==> src/rtl/adder_seq.sv <==
// Multi-cycle adder/subtractor: CHUNK bits per cycle through a registered carry,
// with valid/ready handshakes on both the operand and the result side.
module adder_seq #(
  parameter int WIDTH = 16,
  parameter int CHUNK = 4
) (
  input  logic             clk_i,
  input  logic             rst_i,
  input  logic             valid_i,
  output logic             ready_o,
  input  logic [WIDTH-1:0] a_i,
  input  logic [WIDTH-1:0] b_i,
  input  logic             c_i,
  input  logic             sub_i,
  output logic             valid_o,
  input  logic             ready_i,
  output logic [WIDTH-1:0] s_o,
  output logic             c_o,
  output logic             v_o
);

  localparam int NCHUNK = WIDTH / CHUNK;
  localparam int CW = (NCHUNK > 1) ? $clog2(NCHUNK) : 1;
  localparam logic [CW-1:0] LAST_CHUNK = CW'(NCHUNK - 1);

  typedef enum logic [1:0] {IDLE, CALC, DONE} state_t;

  state_t           state_reg, state_next;
  logic [WIDTH-1:0] a_reg, b_reg, work_reg, s_reg;
  logic             carry_reg, sub_reg, c_reg, v_reg;
  logic [CW-1:0]    cnt_reg;

  logic [CHUNK-1:0] a_chunk, b_chunk, sum_chunk;
  logic [WIDTH-1:0] merged;
  logic             carry_out, msb_carry_in, last_chunk, accept;

  assign ready_o    = (state_reg == IDLE);
  assign valid_o    = (state_reg == DONE);
  assign s_o        = s_reg;
  assign c_o        = c_reg;
  assign v_o        = v_reg;
  assign accept     = valid_i && ready_o;
  assign last_chunk = (cnt_reg == LAST_CHUNK);

  // Operand chunk select for the current counter value
  always_comb begin
    a_chunk = '0;
    b_chunk = '0;
    for (int i = 0; i < NCHUNK; i++) begin
      if (cnt_reg == CW'(i)) begin
        a_chunk = a_reg[i*CHUNK +: CHUNK];
        b_chunk = b_reg[i*CHUNK +: CHUNK];
      end
    end
  end

  assign {carry_out, sum_chunk} = {1'b0, a_chunk} + {1'b0, b_chunk} + {{CHUNK{1'b0}}, carry_reg};

  // Working result with the current chunk's sum dropped into place
  genvar gi;
  generate
    for (gi = 0; gi < NCHUNK; gi++) begin : g_merge
      assign merged[gi*CHUNK +: CHUNK] = (cnt_reg == CW'(gi)) ? sum_chunk
                                                              : work_reg[gi*CHUNK +: CHUNK];
    end
  endgenerate

  // Sum bit = a ^ b ^ carry_in, so the carry into the MSB falls out without another adder
  assign msb_carry_in = a_reg[WIDTH-1] ^ b_reg[WIDTH-1] ^ merged[WIDTH-1];

  always_comb begin
    state_next = state_reg;
    case (state_reg)
      IDLE:    if (valid_i) state_next = CALC;
      CALC:    if (last_chunk) state_next = DONE;
      DONE:    if (ready_i) state_next = IDLE;
      default: state_next = IDLE;
    endcase
  end

  always_ff @(posedge clk_i) begin
    if (rst_i) state_reg <= IDLE;
    else       state_reg <= state_next;
  end

  always_ff @(posedge clk_i) begin
    if (rst_i) begin
      a_reg     <= '0;
      b_reg     <= '0;
      work_reg  <= '0;
      s_reg     <= '0;
      carry_reg <= 1'b0;
      sub_reg   <= 1'b0;
      c_reg     <= 1'b0;
      v_reg     <= 1'b0;
      cnt_reg   <= '0;
    end else if (accept) begin
      a_reg     <= a_i;
      b_reg     <= sub_i ? ~b_i : b_i;
      carry_reg <= sub_i ? ~c_i : c_i;
      sub_reg   <= sub_i;
      cnt_reg   <= '0;
    end else if (state_reg == CALC) begin
      work_reg  <= merged;
      carry_reg <= carry_out;
      if (last_chunk) begin
        s_reg <= merged;
        c_reg <= sub_reg ? ~carry_out : carry_out;
        v_reg <= msb_carry_in ^ carry_out;
      end else begin
        cnt_reg <= cnt_reg + 1'b1;
      end
    end
  end

endmodule

==> config.mk <==
export PLATFORM = sky130hd
export DESIGN_NAME = adder_seq
export DESIGN_NICKNAME = d
export VERILOG_FILES = /design/src/rtl/adder_seq.sv
export SDC_FILE = /design/constraint.sdc
export NUM_CORES = 1
export LEC_CHECK = 0
export CAP_MARGIN = 20
export CORE_ASPECT_RATIO = 0.75
export CORE_UTILIZATION = 53
export CTS_BUF_LIST = sky130_fd_sc_hd__clkbuf_2 sky130_fd_sc_hd__clkbuf_4 sky130_fd_sc_hd__clkbuf_8
export DETAILED_ROUTE_END_ITERATION = 10
export PLACE_DENSITY = 0.85
export SYNTH_ARGS = -nofsm -noshare
export SYNTH_HDL_FRONTEND = slang
export SYNTH_SLANG_ARGS = --single-unit
==> constraint.sdc <==
create_clock -name clk_i -period 5 [get_ports clk_i]
set_clock_uncertainty 0.05 [all_clocks]
set_input_delay 0.75 -clock clk_i [delete_from_list [all_inputs] [get_ports clk_i]]
set_output_delay 0.75 -clock clk_i [all_outputs]
set_load 0.005 [all_outputs]
## Word level (Yosys, flattened, before mapping)

Index checks and enable logic that the tools add are counted.

| storage, ports and cells | value |
|---|---|
| output and inout port bits | 20 |
| bits in registers | 72 |

| operators by class | value |
|---|---|
| muxes and demuxes | 21 |
| add/subtract/negate cells | 3 |
| eq/ne operators | 8 |
| reductions and logical operators | 9 |
| bitwise operators | 8 |

Operators with widths:

| operator | number |
|---|---|
| 4-bit 2-to-1 mux | 12 |
| 16-bit 2-to-1 mux | 1 |
| 16-bit NOT | 1 |
| 2-bit equality test (second input constant) | 3 |
| 2-bit 2-to-1 mux | 3 |
| 2-bit case mux with 3 select lines | 1 |
| 3-bit AND reduction | 2 |
| 4-bit by 4-bit adder with 5-bit output | 1 |
| 5-bit by 1-bit adder with 5-bit output | 1 |
| 2-bit by 1-bit equality test with 1-bit output (second input constant) | 2 |
| 2-bit zero test | 2 |
| 1-bit 2-to-1 mux | 4 |
| 2-bit != test (second input constant) | 2 |
| 1-bit NOT | 4 |
| 2-bit AND reduction | 2 |
| 1-bit bitwise XOR | 3 |
| 2-bit by 1-bit adder with 2-bit output (second input constant) | 1 |
| 2-bit by 1-bit != test with 1-bit output (second input constant) | 1 |
| 2-bit nonzero test | 1 |
| 2-bit OR reduction | 1 |
| 1-bit logical AND | 1 |

## Depth between registers and ports, before layout

Gate-level depths: netlist of run 1.

| depth | value |
|---|---|
| depth after elaboration | 10 |
| depth in mapped cells | 13 |
| gate-level depth less buffers | 13 |

## Least setup slack after synthesis of run 1

Ideal clock, no wire load.

| timing | value |
|---|---|
| kind | reg-to-reg |
| from | register cnt_reg[1] |
| to | register v_reg, in the netlist v_o |
| required time | 4,829 ps |
| arrival time | 2,672 ps |
| buffers on the path | 2 |
| clock period less this slack | 2,843 ps |
| cell stages (with the launch flop) | 14 |
| library setup time | 121 ps |
| path slack | 2,157 ps |
| path through | dfxtp_1 > inv_1 > ha_1 > clkbuf_1 > nand3b_1 > a21oi_1 > a21oi_1 > o21ai_0 > ha_1 > and3b_4 > or3_1 > buf_6 > a211oi_2 > o41ai_2 |

| on the way | value |
|---|---|
| word-level cells in the longest chain between the ends | 10 |
| elaborated cells on any way between the ends | 18 |
| classes of those cells | 2 x add/sub; 3 x eq/ne; 9 x mux; 2 x bitwise; 2 x reduce/logical |

Ends and longest elaborated chain:

| item | line | text |
|---|---|---|
| start, declared | 31 | `logic [CW-1:0] cnt_reg;` |
| start signal, assigned | 111 | `cnt_reg <= cnt_reg + 1'b1;` |
| 2-bit zero test | 50 | `if (cnt_reg == CW'(i)) begin` |
| 4-bit 2-to-1 mux (4 in a row) | 50 |  |
| 4-bit by 4-bit adder with 5-bit output | 57 | `assign {carry_out, sum_chunk} = {1'b0, a_chunk} + {1'b0, b_chunk} + {{CHUNK{1'b0}}, carry_reg};` |
| 5-bit by 1-bit adder with 5-bit output | 57 |  |
| 4-bit 2-to-1 mux | 63 | `assign merged[gi*CHUNK +: CHUNK] = (cnt_reg == CW'(gi)) ? sum_chunk` |
| 1-bit bitwise XOR | 69 | `assign msb_carry_in = a_reg[WIDTH-1] ^ b_reg[WIDTH-1] ^ merged[WIDTH-1];` |
| 1-bit bitwise XOR | 109 | `v_reg <= msb_carry_in ^ carry_out;` |
| end signal, assigned | 109 |  |
| end, declared | 30 | `logic carry_reg, sub_reg, c_reg, v_reg;` |

Several ways; a longest one is shown, not always the timed one.
A chain may end at the register's enable or synchronous reset.

## Worst setup path in the final report of run 1

| timing | value |
|---|---|
| from | register cnt_reg[1] |
| to | register s_reg[2], in the netlist s_o[2] |

| on the way | value |
|---|---|
| word-level cells in the longest chain between the ends | 8 |
| elaborated cells on any way between the ends | 16 |
| classes of those cells | 2 x add/sub; 3 x eq/ne; 9 x mux; 2 x reduce/logical |

Ends and longest elaborated chain:

| item | line | text |
|---|---|---|
| 2-bit zero test | 50, 63 |  |
| 4-bit 2-to-1 mux (4 in a row) | 50 |  |
| 4-bit by 4-bit adder with 5-bit output | 57 |  |
| 5-bit by 1-bit adder with 5-bit output | 57 |  |
| 4-bit 2-to-1 mux | 63 |  |
| end signal, assigned | 107 | `s_reg <= merged;` |
| end, declared | 29 | `logic [WIDTH-1:0] a_reg, b_reg, work_reg, s_reg;` |

Several ways; a longest one is shown, not always the timed one.

==> flow_summary.json, run 1 <==
{
  "cts_buffers": 9,
  "core_area_um2": 5830,
  "drv_cap": 0,
  "start_util_pct": 55.1,
  "ys_top_cells_by_area": "dfxtp_1, a21oi_1, nand2_1",
  "postSynthCellCount": 386,
  "crit_fanout": 24,
  "leakage_uw": 0.00141,
  "cts_buffer_depth": 2,
  "diodes": 0,
  "htreeDepth": 3,
  "mostFrequentLayoutCells": "dfxtp_1, nand2_1, clkdlybuf4s50_1",
  "grt_pass1_vias": 2655,
  "worstSkewPairLatency_ns": 0.34,
  "period_share_pct": 70.3,
  "final_layout_size_suffix_gt1_share_pct": 6.06,
  "hold_viol_final": 0,
  "endpoint": "s_o[2]",
  "synth.avg_cell_area_um2": 8.32,
  "final_area_um2": 3930,
  "stdcell_count": 507,
  "r2r-end": "s_o[2]",
  "max-vdd-ir-drop_uv": 179,
  "worstPathRequired_ns": 5.14,
  "netlist_area_um2": 3210,
  "vias": 2783,
  "critPathLaunchType": "flip-flop",
  "placed_area_um2": 3710,
  "synth-seq-cells": 68,
  "dp.cells": 491,
  "holdCritPathClass": "reg -> reg",
  "wl_per_cell_um": 13.9,
  "critPathKind": "reg -> reg",
  "worstSetupEndpointType": "flip-flop",
  "powerDensity_nw_per_um2": 325,
  "run_status": "completed",
  "max-slew-margin-rel_pct": 36.4,
  "synth.net_count": 433,
  "grtUsageTotal_pct": 23.8,
  "synth_cell_types": 39,
  "finalCriticalPeriod_ns": 3.51,
  "ys_warn_count": 0,
  "hpwl_um": 4930,
  "drcViolationCount": 0,
  "setup_violations": 0,
  "ant_nets": 0,
  "grt_pass1_wl_um": 11900,
  "gp_congestion": 0.811,
  "overflow": 0,
  "rows": 24,
  "wirelength_um": 7050,
  "final_nets": 471,
  "nFillCells": 483,
  "ios": 58,
  "root_buffer": "clkbuf_8",
  "total_power_uw": 1280,
  "worstPathArrival_ns": 3.65,
  "cts_tree": "yes",
  "rsz0062_at_grt": "no",
  "startpoint": "cnt_reg[1]",
  "vias_per_cell": 5.49,
  "worstMarginPinSlew_ns": 0.951,
  "cts_resized": 0,
  "post_cts_buffers": 0,
  "reg2reg_slack_ns": 1.49,
  "grt_max_degree": 70,
  "finalSetupTns_ns": 0,
  "drtIter0Drc": 136,
  "slew_viol_final": 0,
  "synth_top_area_share_pct": 42.4,
  "die_area_um2": 6380,
  "final_common_cell": "dfxtp_1",
  "cts_hold_buf": 0,
  "timing.rr.start": "cnt_reg[1]",
  "clock-sinks": 68,
  "whs_ns": 0.405,
  "rr_worst_depth": 13,
  "area_delta_synth_final_pct": 22.5,
  "antenna_found_initial": 0,
  "die_h_um": 69.4,
  "portBuffers": 57,
  "clk_pin_slew_ns": 0.07,
  "ys_seq_area_share_pct": 42.4,
  "yosys.area.top_type": "dfxtp_1",
  "firstDrtPassIters": 5,
  "die_w_um": 91.9,
  "max_freq_mhz": 285
}
## through the flow
step                setup slack, ns  util (%)
floorplan                      2.16         -
global placement               1.74      63.7
global route                   1.11      67.5
finish                         1.49      67.5
CTS                            1.53      67.5
detailed placement             1.59      63.7
## critical path: stages, from the launching register on
cell and delay (ns):
dfxtp_1 0.34, inv_1 0.09, ha_1 0.62, nor2b_1 0.11
a221oi_1 0.34, nor3_1 0.08, a21oi_1 0.17, fa_1 0.23
inv_1 0.06, fa_1 0.40, xnor2_1 0.51, nand2_1 0.14
o211ai_1 0.12, a21oi_1 0.09
## cells in the mapped netlist
cell type	instances
a211oi_1	25
a211oi_2	1
a21o_2	1
a21oi_1	50
a221oi_1	2
a31oi_1	3
and2_1	4
and3_1	1
and3_2	1
and3b_1	1
and3b_4	1
buf_1	1
buf_2	11
buf_4	1
buf_6	1
clkbuf_1	15
clkbuf_8	3
dfxtp_1	68
fa_1	2
ha_1	7
inv_1	7
mux2i_1	7
nand2_1	65
nand2b_1	4
nand3_1	6
nand3b_1	7
nor2_1	34
nor2b_1	6
nor2b_2	1
nor3_1	7
o211a_1	1
o211ai_1	7
o21a_1	2
o21ai_0	10
o21ai_2	1
o41ai_2	1
or3_1	1
xnor2_1	18
xor2_1	2
## final cells by class
class	count	area [µm²]	share of cell area, %
clock inverter	5	75.1	1.91
timing repair buffer	59	581	14.8
inverter	7	26.3	0.668
multi-input combinational	279	1650	41.9
tap	78	97.6	2.48
sequential	68	1360	34.6
clock buffer	11	145	3.69
## worst min-delay path by stage
stage	start	end	slack [ns]	depth (start not counted)
final	s_o[15]	s_o[15]	0.41	2
after global routing	c_o	c_o	0.43	2
after CTS	s_o[8]	s_o[8]	0.41	2
after detailed placement	s_o[8]	s_o[8]	0.40	2
after global placement	c_o	c_o	0.39	2
after floorplan	a_reg[0]	a_reg[0]	0.38	2
## routing by layer
| metal | vias up | GRT usage [%] | part of all wire (%) |
|---|---|---|---|
| met4 | 0 | 8.68 | 1.5 |
| met5 | - | 0 | 0 |
| met2 | 95 | 38.3 | 46 |
| met1 | 1284 | 29.8 | 46 |
| met3 | 12 | 7.89 | 6.4 |
| li1 | 1392 | - | - |
## power breakdown
| part | leakage, µW | internal [µW] | switching, µW |
|---|---|---|---|
| clock | 0.000116 | 297 | 197 |
| combinational | 0.000741 | 88.1 | 109 |
| sequential | 0.000555 | 569 | 16.9 |
| total | 0.00141 | 954 | 323 |
## cell families (layout without fill, tap and decap cells)
family / Yosys count / in the layout / share of synthesized area [%]
buf+inv: 39 / 82 / 6.27
mux: 7 / 7 / 2.18
compound gates: 104 / 104 / 20.2
xor+xnor: 20 / 20 / 5.46
flops: 68 / 68 / 42.4
simple gates: 139 / 139 / 19.5
fa+ha+maj: 9 / 9 / 3.97
No activity file was read; power rests on OpenSTA's default activity.
==> run 2: changes to the inputs <==
==> constraint.sdc (replaced) <==
create_clock -name clk_i -period 3.3 [get_ports clk_i]
set_clock_uncertainty 0.05 [all_clocks]
set_input_delay 0.495 -clock clk_i [delete_from_list [all_inputs] [get_ports clk_i]]
set_output_delay 0.495 -clock clk_i [all_outputs]
set_load 0.005 [all_outputs]
==> run 2 against run 1 <==
Against the previous run:
- total power is 59% higher
- final area is 1.6% higher
- final cell count is 0.99% higher
- non-clock buffer count is 5 higher
- critical path type unchanged
- count of clock-buffer cells in the layout is 1 lower
- worst hold slack hardly changed
- sequential share of layout area is 0.55 points lower
- global-route usage is 0.67 points lower
- clock power is 68% higher
- critical path depth is 3 lower
==> flow_summary.json, run 2 (synthesis results as in run 1) <==
{
  "critPathLaunchType": "flip-flop",
  "crit_slowest_cell": "or3_1",
  "multi_input_comb_area_um2": 1650,
  "hold_viol_final": 0,
  "gp_congestion": 0.852,
  "cp_top_family": "compound AO/OA/AOI/OAI gates",
  "period_share_pct": 92.8,
  "clock-sinks": 68,
  "run_status": "completed",
  "max-slew-margin-rel_pct": 36.1,
  "overflow": 0,
  "grt_max_degree": 54,
  "worstPathArrival_ns": 3.22,
  "worstMarginPinSlew_ns": 0.955,
  "drtIter0Drc": 165,
  "drt-met1-wl_um": 3330,
  "cts_buffers": 9,
  "stdcell_count": 512,
  "hold_depth": 2,
  "final_layout_size_suffix_gt1_share_pct": 7.37,
  "firstDrtPassIters": 5,
  "crit_path_max_incr_delay_ns": 0.50,
  "dr_wl_met3_um": 433,
  "portBuffers": 57,
  "drcViolationCount": 0,
  "reg2reg_slack_ns": 0.24,
  "timing.rr.start": "cnt_reg[0]",
  "crit_buf_inv": 1,
  "seq_area_um2": 1360,
  "ios": 58,
  "diodes": 0,
  "worstSkewPairLatency_ns": 0.35,
  "die_w_um": 91.9,
  "rsz0062_at_grt": "no",
  "finalSetupTns_ns": 0,
  "wirelength_um": 7010,
  "die_h_um": 69.4,
  "dp.cells": 496,
  "clk_pin_slew_ns": 0.08,
  "hpwl_um": 4900,
  "max_freq_mhz": 326,
  "dr.max_layer_used": "met4",
  "critPathKind": "reg -> reg",
  "critical_path.cell_chain": "inv_1 > ha_1 > a21oi_1 > a21oi_1 > o21ai_0 > ha_1 > and3b_4 > or3_1 > a211oi_2 > o41ai_2",
  "vias": 2752,
  "worstPathRequired_ns": 3.45,
  "finalCriticalPeriod_ns": 3.06,
  "mostFrequentLayoutCells": "dfxtp_1, nand2_1, clkdlybuf4s50_1",
  "antenna_found_initial": 0,
  "r2r-end": "v_o",
  "rows": 24,
  "die_area_um2": 6380,
  "area_delta_synth_final_pct": 24.5,
  "rr_worst_depth": 10,
  "final_common_cell": "dfxtp_1",
  "wl_per_cell_um": 13.7,
  "cts_buffer_depth": 2,
  "htreeDepth": 3,
  "slew_viol_final": 0,
  "start_util_pct": 55.1,
  "holdPathEnd": "s_o[8]",
  "grt_pass1_vias": 2544,
  "grtUsageTotal_pct": 23.1,
  "cts_tree": "yes",
  "setup_violations": 0,
  "worstSetupEndpointType": "flip-flop",
  "final_nets": 476,
  "worstHoldStart": "s_o[8]",
  "root_buffer": "clkbuf_8",
  "max-vdd-ir-drop_uv": 270,
  "ant_nets": 0,
  "vias_per_cell": 5.38,
  "crit_fanout": 17,
  "drv_cap": 0,
  "core_area_um2": 5830,
  "wl_met2_um": 3160,
  "grt_pass1_wl_um": 11600,
  "powerDensity_nw_per_um2": 506,
  "leakage_uw": 0.00144,
  "nFillCells": 475,
  "holdCritPathClass": "reg -> reg"
}
[run 2: cell count changes in the layout (fill, tap and decap cells not counted)]
| cell | before | now |
|---|---|---|
| ha_1 | 7 | 6 |
| clkinv_2 | 3 | 1 |
| bufinv_16 | 2 | 3 |
| ha_2 | 0 | 1 |
| clkinv_4 | 0 | 2 |
| clkbuf_8 | 10 | 9 |
| buf_4 | 2 | 7 |
[run 2: metrics by stage]
stage / instance area, µm² / total power, µW / hold WS (ns) / setup slack [ns] / util (%)
CTS: 4000 / 2030 / 0.409 / 0.175 / 68.6
finish: 4000 / 2020 / 0.406 / 0.236 / 68.6
detailed placement: 3750 / 1210 / 0.398 / 0.202 / 64.4
floorplan: 3210 / 1110 / 0.382 / 0.457 / -
global route: 4000 / 2110 / 0.435 / 0.0590 / 68.6
global placement: 3750 / 1200 / 0.387 / 0.337 / 64.4
[run 2: area by class of cell]
class,count,area share (%)
clock buffer,10,3.29
clock inverter,6,2.82
inverter,7,0.657
multi-input combinational,279,41.3
sequential,68,34.1
tap,78,2.44
timing repair buffer,64,15.5
[run 2: layer usage]
metal,GRT usage [%],vias to the layer above
met1,31.2,1255
met4,8.51,0
met5,0,-
met2,35.2,83
met3,6.80,8
li1,-,1406
[run 2: repair_timing]
| item | CTS | global route |
|---|---|---|
| hold buffers | 0 | 0 |
| buffers inserted | 0 | 0 |
| endpoints found under the setup margin | 0 | 1 |
| gates resized for setup | 0 | 1 |
[run 2: tightest hold or removal path, delay by kind of cell, from the launching register on]
kind | cells | cell delay, ns
compound gates | 1 | 0.05
flops | 1 | 0.32
simple gates | 1 | 0.05
[run 2: worst max path at each step]
stage	startpoint	end	slack, ns	cells past startpoint
4_1_cts	cnt_reg[1]	v_o	0.18	11
3_3_place_gp	cnt_reg[1]	v_o	0.34	11
3_5_place_dp	cnt_reg[1]	v_o	0.20	11
2_1_floorplan	cnt_reg[1]	v_o	0.46	13
5_1_grt	cnt_reg[0]	v_o	0.06	10
6_report	cnt_reg[0]	v_o	0.24	10
[run 2: report_power, final]
| part | switching, µW | total [µW] | internal (µW) |
|---|---|---|---|
| Sequential | 26.9 | 888 | 861 |
| Clock | 319 | 831 | 511 |
| Combinational | 166 | 306 | 140 |
